[src/rtl/grid_port_arbiter.sv]
// Grid_Mem port-A arbiter: round-robin/lock arbitration between game logic and line-clear engine, plus a full-grid clear sweep.
// Optional build macro GRID_INIT_CLEAR_EN: run a full clear sweep automatically out of reset.
module grid_port_arbiter #(
    parameter int         GRID_CELLS = 200,
    parameter logic [7:0] CLEAR_VAL  = 8'h00
) (
    input  logic       clk,
    input  logic       reset_n,
    input  logic       g_req,
    input  logic       g_we,
    input  logic       g_lock,
    input  logic [7:0] g_addr,
    input  logic [7:0] g_wdata,
    output logic       g_gnt,
    output logic       g_rvalid,
    output logic [7:0] g_rdata,
    input  logic       l_req,
    input  logic       l_we,
    input  logic       l_lock,
    input  logic [7:0] l_addr,
    input  logic [7:0] l_wdata,
    output logic       l_gnt,
    output logic       l_rvalid,
    output logic [7:0] l_rdata,
    input  logic       clear_start,
    output logic       busy_clear,
    output logic       clear_done,
    output logic [7:0] mem_addr,
    output logic [7:0] mem_data,
    output logic       mem_we,
    input  logic [7:0] mem_q
);

    typedef enum logic {RUN = 1'b0, SWEEP = 1'b1} state_t;

`ifdef GRID_INIT_CLEAR_EN
    localparam state_t RST_STATE = SWEEP;
`else
    localparam state_t RST_STATE = RUN;
`endif
    localparam logic [7:0] LAST_CELL = 8'(GRID_CELLS - 1);

    state_t     r_state;
    state_t     w_state_nxt;
    logic [7:0] r_cnt;
    logic       r_last_l;
    logic       r_hold_g;
    logic       r_hold_l;
    logic       r_rd_g;
    logic       r_rd_l;
    logic       r_rvalid_g;
    logic       r_rvalid_l;
    logic       r_done;
    logic [7:0] r_mem_addr;
    logic [7:0] r_mem_data;
    logic       r_mem_we;
    logic       w_gnt_g;
    logic       w_gnt_l;
    logic       w_sweep_last;

    // Grant: a locked holder keeps the port, otherwise ties go to whoever was not granted last.
    always_comb begin
        w_gnt_g = 1'b0;
        w_gnt_l = 1'b0;
        if (reset_n && (r_state == RUN)) begin
            if (r_hold_g && g_req) begin
                w_gnt_g = 1'b1;
            end else if (r_hold_l && l_req) begin
                w_gnt_l = 1'b1;
            end else if (g_req && l_req) begin
                w_gnt_g = r_last_l;
                w_gnt_l = ~r_last_l;
            end else begin
                w_gnt_g = g_req;
                w_gnt_l = l_req;
            end
        end else begin
            w_gnt_g = 1'b0;
            w_gnt_l = 1'b0;
        end
    end

    // Next-state logic for the RUN/SWEEP controller.
    always_comb begin
        w_state_nxt  = r_state;
        w_sweep_last = (r_state == SWEEP) && (r_cnt == LAST_CELL);
        case (r_state)
            RUN: begin
                if (clear_start) begin
                    w_state_nxt = SWEEP;
                end else begin
                    w_state_nxt = RUN;
                end
            end
            SWEEP: begin
                if (w_sweep_last) begin
                    w_state_nxt = RUN;
                end else begin
                    w_state_nxt = SWEEP;
                end
            end
            default: w_state_nxt = RUN;
        endcase
    end

    // Controller state, sweep counter and arbitration history.
    always_ff @(posedge clk or negedge reset_n) begin
        if (!reset_n) begin
            r_state  <= RST_STATE;
            r_cnt    <= 8'd0;
            r_last_l <= 1'b1;
            r_hold_g <= 1'b0;
            r_hold_l <= 1'b0;
            r_done   <= 1'b0;
        end else begin
            r_state  <= w_state_nxt;
            r_hold_g <= w_gnt_g & g_lock;
            r_hold_l <= w_gnt_l & l_lock;
            r_done   <= w_sweep_last;
            if (w_gnt_g) begin
                r_last_l <= 1'b0;
            end else if (w_gnt_l) begin
                r_last_l <= 1'b1;
            end else begin
                r_last_l <= r_last_l;
            end
            if ((r_state == SWEEP) && !w_sweep_last) begin
                r_cnt <= r_cnt + 8'd1;
            end else begin
                r_cnt <= 8'd0;
            end
        end
    end

    // Issue stage plus two-deep read-return pipeline; reads in flight survive into a sweep.
    always_ff @(posedge clk or negedge reset_n) begin
        if (!reset_n) begin
            r_mem_addr <= 8'd0;
            r_mem_data <= 8'd0;
            r_mem_we   <= 1'b0;
            r_rd_g     <= 1'b0;
            r_rd_l     <= 1'b0;
            r_rvalid_g <= 1'b0;
            r_rvalid_l <= 1'b0;
        end else begin
            r_rd_g     <= w_gnt_g & ~g_we;
            r_rd_l     <= w_gnt_l & ~l_we;
            r_rvalid_g <= r_rd_g;
            r_rvalid_l <= r_rd_l;
            if (r_state == SWEEP) begin
                r_mem_addr <= r_cnt;
                r_mem_data <= CLEAR_VAL;
                r_mem_we   <= 1'b1;
            end else if (w_gnt_g) begin
                r_mem_addr <= g_addr;
                r_mem_data <= g_wdata;
                r_mem_we   <= g_we;
            end else if (w_gnt_l) begin
                r_mem_addr <= l_addr;
                r_mem_data <= l_wdata;
                r_mem_we   <= l_we;
            end else begin
                r_mem_we   <= 1'b0;
            end
        end
    end

    assign g_gnt      = w_gnt_g;
    assign l_gnt      = w_gnt_l;
    assign g_rvalid   = r_rvalid_g;
    assign l_rvalid   = r_rvalid_l;
    assign g_rdata    = mem_q;
    assign l_rdata    = mem_q;
    assign busy_clear = (r_state == SWEEP);
    assign clear_done = r_done;
    assign mem_addr   = r_mem_addr;
    assign mem_data   = r_mem_data;
    assign mem_we     = r_mem_we;

endmodule

[config.mk]
export PLATFORM = sky130hd
export DESIGN_NAME = grid_port_arbiter
export DESIGN_NICKNAME = d
export VERILOG_FILES = /design/src/rtl/grid_port_arbiter.sv
export SDC_FILE = /design/constraint.sdc
export NUM_CORES = 1
export LEC_CHECK = 0
export ABC_CLOCK_PERIOD_IN_PS = 1670
export CORE_MARGIN = 1.5
export CORE_UTILIZATION = 35
export DETAILED_ROUTE_END_ITERATION = 8
export GPL_TIMING_DRIVEN = 0
export PLACE_DENSITY = 0.73
export SYNTH_ARGS = -nofsm -noshare
export SYNTH_HDL_FRONTEND = slang
export SYNTH_SLANG_ARGS = --single-unit
[constraint.sdc]
create_clock -name clk -period 1.67 [get_ports clk]
set_input_delay 0.167 -clock clk [delete_from_list [all_inputs] [get_ports clk]]
set_output_delay 0.167 -clock clk [all_outputs]
set_load 0.01 [all_outputs]
# Word-level counts from Yosys, hierarchy flattened
# Index checks and enable logic that the tools add are counted.
[word_totals] wordCells=55 regBits=34
[op_classes] n_mux=23 reduce_logical=9 n_bitwise=8 n_eq_ne=1 addsub=1
[op_table] cell="$mux W8" n=7
[op_table] cell="$mux W1" n=15
[op_table] cell="$add A8 B1 Y8 const B" n=1
[op_table] cell="$eq A8 B8 Y1 const B" n=1
[op_table] cell="$logic_and A1 B1 Y1" n=6
[op_table] cell="$and A1 B1 Y1" n=4
[op_table] cell="$not A1 Y1" n=4
[op_table] cell="$reduce_bool A3 Y1" n=1
[op_table] cell="$pmux W1 S2" n=1
[op_table] cell="$reduce_bool A2 Y1" n=1
[op_table] cell="$logic_not A1 Y1" n=1

# Depth between registers and ports, before layout
[logic_depth] depth_word=8 ltp_mapped=5 mapped_depth_nobuf=5

# Least setup slack after synthesis
# Ideal clock, no wire load.
[synth_timing] path_type="reg-to-reg" startpoint="reg r_last_l" endpoint="reg r_mem_addr[7], in the netlist mem_addr[7]" path_stages_with_launch=6 n_path_buf=1 path_slack_ns=0.150 required_time_ns=1.544 t_arrival_ns=1.394 synth_period_minus_slack_ns=1.520 path_cell_list="dfstp_2 -> and2b_1 -> o21ai_0 -> and2_1 -> buf_2 -> a221o_1"
[synth_between] elab_chain_cells=6
[synth_lines] item="from (decl)" line_no="46" text="logic r_last_l;"
[synth_lines] item="from (signal assigned)" line_no="125" text="r_last_l <= r_last_l;"
[synth_lines] item="$not A1 Y1" line_no="72" text="w_gnt_l = ~r_last_l;"
[synth_lines] item="$mux W1" line_no="70" text="end else if (g_req && l_req) begin"
[synth_lines] item="$mux W1" line_no="68" text="end else if (r_hold_l && l_req) begin"
[synth_lines] item="$mux W1" line_no="66" text="if (r_hold_g && g_req) begin"
[synth_lines] item="$mux W1" line_no="65" text="if (reset_n && (r_state == RUN)) begin"
[synth_lines] item="net l_gnt" line_no="22" text="output logic l_gnt,"
[synth_lines] item="$reduce_bool A3 Y1 (no source line)"
[synth_lines] item="to (signal assigned)" line_no="151" text="r_mem_addr <= r_cnt;"
[synth_lines] item="to (signal assigned)" line_no="155" text="r_mem_addr <= g_addr;"
[synth_lines] item="to (signal assigned)" line_no="159" text="r_mem_addr <= l_addr;"
[synth_lines] item="to (decl)" line_no="54" text="logic [7:0] r_mem_addr;"
# The timed path passes the listed nets, and every way through them passes these cells.
# A chain may end at the register's enable or synchronous reset.

# Worst setup path in the final report
[layout_timing] startpoint="reg r_last_l" endpoint="out g_gnt"
[layout_between] elab_chain_cells=4
[layout_lines] item="$mux W1" line_no="70"
[layout_lines] item="$mux W1" line_no="68"
[layout_lines] item="$mux W1" line_no="66"
[layout_lines] item="$mux W1" line_no="65"
[layout_lines] item="to (decl)" line_no="14" text="output logic g_gnt,"
# No other way between the ends.

==> impl_metrics.tcl <==
set metrics [dict create \
    yosys.area.top_type "dfrtp_1" \
    vias 1506 \
    cp.required_ns 1.50 \
    syn_avg_cell_area_sq_um 10.1 \
    seq_area_frac_synth_pct 51.7 \
    tightest_slew_ns 0.546 \
    cpMaxStageDelayCell "dfstp_2" \
    crit_type "flip-flop to output port" \
    syn_inst 163 \
    stdcell_count 310 \
    startpoint "r_last_l$_DFFE_PN1P_" \
    ys_top_cells_by_area "dfrtp_1 (50%), buf_4 (7.3%), nor2_1 (6.6%), o221a_2 (5.5%), a221o_1 (4.9%)" \
    synth-compound-area-share_pct 16.7 \
    fmax_mhz 607 \
    pin_count 88 \
    grt_pass1_vias 1505 \
    path_buf_inv 2 \
    initial_core_util_pct 37.1 \
    portBuffers 79 \
    num_rows 24 \
    place_ws_ns -0.591 \
    wl_met2_mm 2.09 \
    clk_pin_slew_worst_paths_ns 0.06 \
    max_stage_delay_ns 0.37 \
    antenna_found_initial 0 \
    synthMuxAreaShare_pct 0 \
    synthesis.nets 213 \
    ys_types 31 \
    die_y_um 71.6 \
    cts_tree "yes" \
    grt_start_max_net_pins 34 \
    synth_seq_cells 34 \
    drive_gt1_share_pct 20.5 \
    cts_root_buf "clkbuf_8" \
    drtAntennaViolNets 0 \
    diodes 0 \
    layout_common_cells "clkdlybuf4s50_1 (75), dfrtp_1 (33), nor2_1 (28), buf_4 (23), nand2_1 (19)" \
    p_leak_uw 0.00119 \
    skew_ns 0.00529 \
    grt_usage_pct 17.3 \
    place_hpwl_mm 2.98 \
    min_period_ns 1.65 \
    crit_arrival_ns 1.48 \
    synthAdderAreaFrac_pct 0.759 \
    power.density_nw_per_um2 938 \
    syn-cell-area_sq_um 1650 \
    highest_layer "met4" \
    min-delay-start "r_rd_l$_DFF_PN0_" \
    netlist.area_leader.share_pct 50.1 \
    finish.utilization_pct 60.8 \
    fin_crit_sh_pct 98.7 \
    path_common_cell "buf_6" \
    relSlewSlack_pct 63.3 \
    gp_congestion 0.777 \
    critPathLaunchType "flip-flop" \
    syn2layout_area_growth_pct 63.9 \
    wl_met1_mm 1.73 \
    synth_top_family_by_area "simple AND/OR/NAND/NOR gates" \
    die_x_um 71.6 \
    vdd_drop_max_uv 341 \
    crit_path_cell_trace "and2b_2 > o311ai_4 > nor2_2 > buf_6 > buf_6" \
    hold_viol 0 \
    violations "design-rule violations" \
    nets 307 \
    setup_viol 0 \
    die_area_sq_um 5130 \
    numClockSinks 34 \
    worstReg2RegStart "r_last_l$_DFFE_PN1P_" \
    drv_slew 0 \
    dpl.cell_count 294 \
    cts_htree_levels 2 \
    synth_xor_area_share_pct 3.19 \
    layout_commonest_cell "clkdlybuf4s50_1" \
    holdCritPathClass "flip-flop to flip-flop" \
    drt-total-wl_mm 4.17 \
    status "finished with violations" \
    route.detailed.drc 6 \
    crit_family "flip-flops" \
    synth_simple_gate_area_share_pct 17.7 \
    synth_warnings 0 \
    core_sq_um 4440 \
    first_pass_iters 6 \
    cts_buffer_depth 2 \
    grt_pass1_wl_mm 6.85 \
    clk_latency_ns 0.28 \
    avgRoutedWirePerCell_um 13.4 \
    cp-end-kind "output port" \
    fillers 375 \
    cp_max_fo 3 \
    drt_iter0_markers 118 \
    via_per_inst 4.86 \
    fin_ws_ns 0.0220 \
    grt_overflow 0 \
    cts-buffers-inserted 5 \
    rsz0062_at_grt "true" \
    wl_met3_um 277 \
    maxCapViolCount 0 \
]
-- report_power, final --
part           total, uW  internal [uW]  switching [uW]
Combinational        784            473             311
Clock                605            336             269
Sequential          1140            991             153
-- per-stage QoR --
| stage | cell area [sq um] | total power [uW] | setup TNS (ns) | hold slack (ns) |
|---|---|---|---|---|
| 6_report | 2700 | 2530 | 0 | 0.348 |
| 4_1_cts | 2650 | 2540 | 0 | 0.349 |
| 5_1_grt | 2700 | 2710 | -0.0393 | 0.352 |
| 3_3_place_gp | 2500 | 1910 | -49.68 | 0.332 |
| 2_1_floorplan | 1650 | 1520 | 0 | -0.129 |
| 3_5_place_dp | 2500 | 1920 | -5.10 | 0.323 |
-- state kept, by name, indices dropped and copies added (netlist names) --
register and count:
r_cnt 8, mem_addr 8, r_hold_l 1, mem_data 8, r_rd_l 1, g_rvalid 1, busy_clear 1, l_rvalid 1
mem_we 1, clear_done 1, r_rd_g 1, r_last_l 1, r_hold_g 1
-- synthesized netlist by cell type --
library cell,number
a221o_1,8
a41oi_1,1
and2_1,4
and2b_1,1
and3_1,2
buf_2,2
buf_4,16
buf_6,1
clkbuf_1,3
dfrtp_1,33
dfstp_2,1
ha_1,1
inv_1,2
inv_2,1
nand2_1,19
nand2b_1,1
nand3_1,4
nand4b_1,1
nor2_1,29
nor2_2,1
nor2b_1,1
nor3_1,2
nor4b_1,1
o21a_1,1
o21ai_0,10
o21ai_1,1
o221a_2,8
o311ai_4,1
o31ai_1,1
xnor2_1,2
xor2_1,4
-- per-layer routing --
| metal | global-route usage [%] | vias up |
|---|---|---|
| li1 | - | 738 |
| met1 | 21.9 | 709 |
| met2 | 27.5 | 53 |
| met3 | 5.49 | 6 |
| met4 | 6.92 | 0 |
| met5 | 0 | - |
-- timing repair --
| action | 4_1_cts | 5_1_grt |
|---|---|---|
| hold buffers | 2 | 0 |
| hold endpoints to repair | 33 | 0 |
| pin swaps | 1 | 11 |
| resized for setup | 15 | 8 |
| setup buffers | 3 | 4 |
| endpoints found under the setup margin | 2 | 17 |
-- final cells by class --
class                           count  area (sq um)  share of cell area [%]
Clock buffer                        8          90.1                    3.34
Sequential cell                    34           852                    31.6
Buffer                             21           148                    5.47
Tap cell                           52          65.1                    2.41
Timing Repair Buffer               88           883                    32.7
Multi-Input combinational cell    104           651                    24.1
Inverter                            3          11.3                   0.417
-- cells by family (layout without fill, tap and decap cells) --
family          after synthesis  count (layout)
compound gates               31              31
xor+xnor                      6               6
fa+ha+maj                     1               1
buf+inv                      25             120
flops                        34              34
simple gates                 66              66
-- path summary, 6_finish.rpt --
| kind | cells past startpoint | end | slack (ns) |
|---|---|---|---|
| worst max-delay path | 5 | g_gnt | 0.02 |
| worst min-delay path | 0 | l_rvalid$_DFF_PN0_ | 0.35 |
| worst max register to register | 6 | mem_addr[2]$_DFFE_PN0P_ | 0.03 |
| worst min register to register | 0 | l_rvalid$_DFF_PN0_ | 0.35 |
| max in group asynchronous | 3 | r_hold_l$_DFF_PN0_ | 1.03 |
| min in group asynchronous | 2 | r_last_l$_DFFE_PN1P_ | 0.45 |
Note: power is estimated with default switching activity, not from simulation.
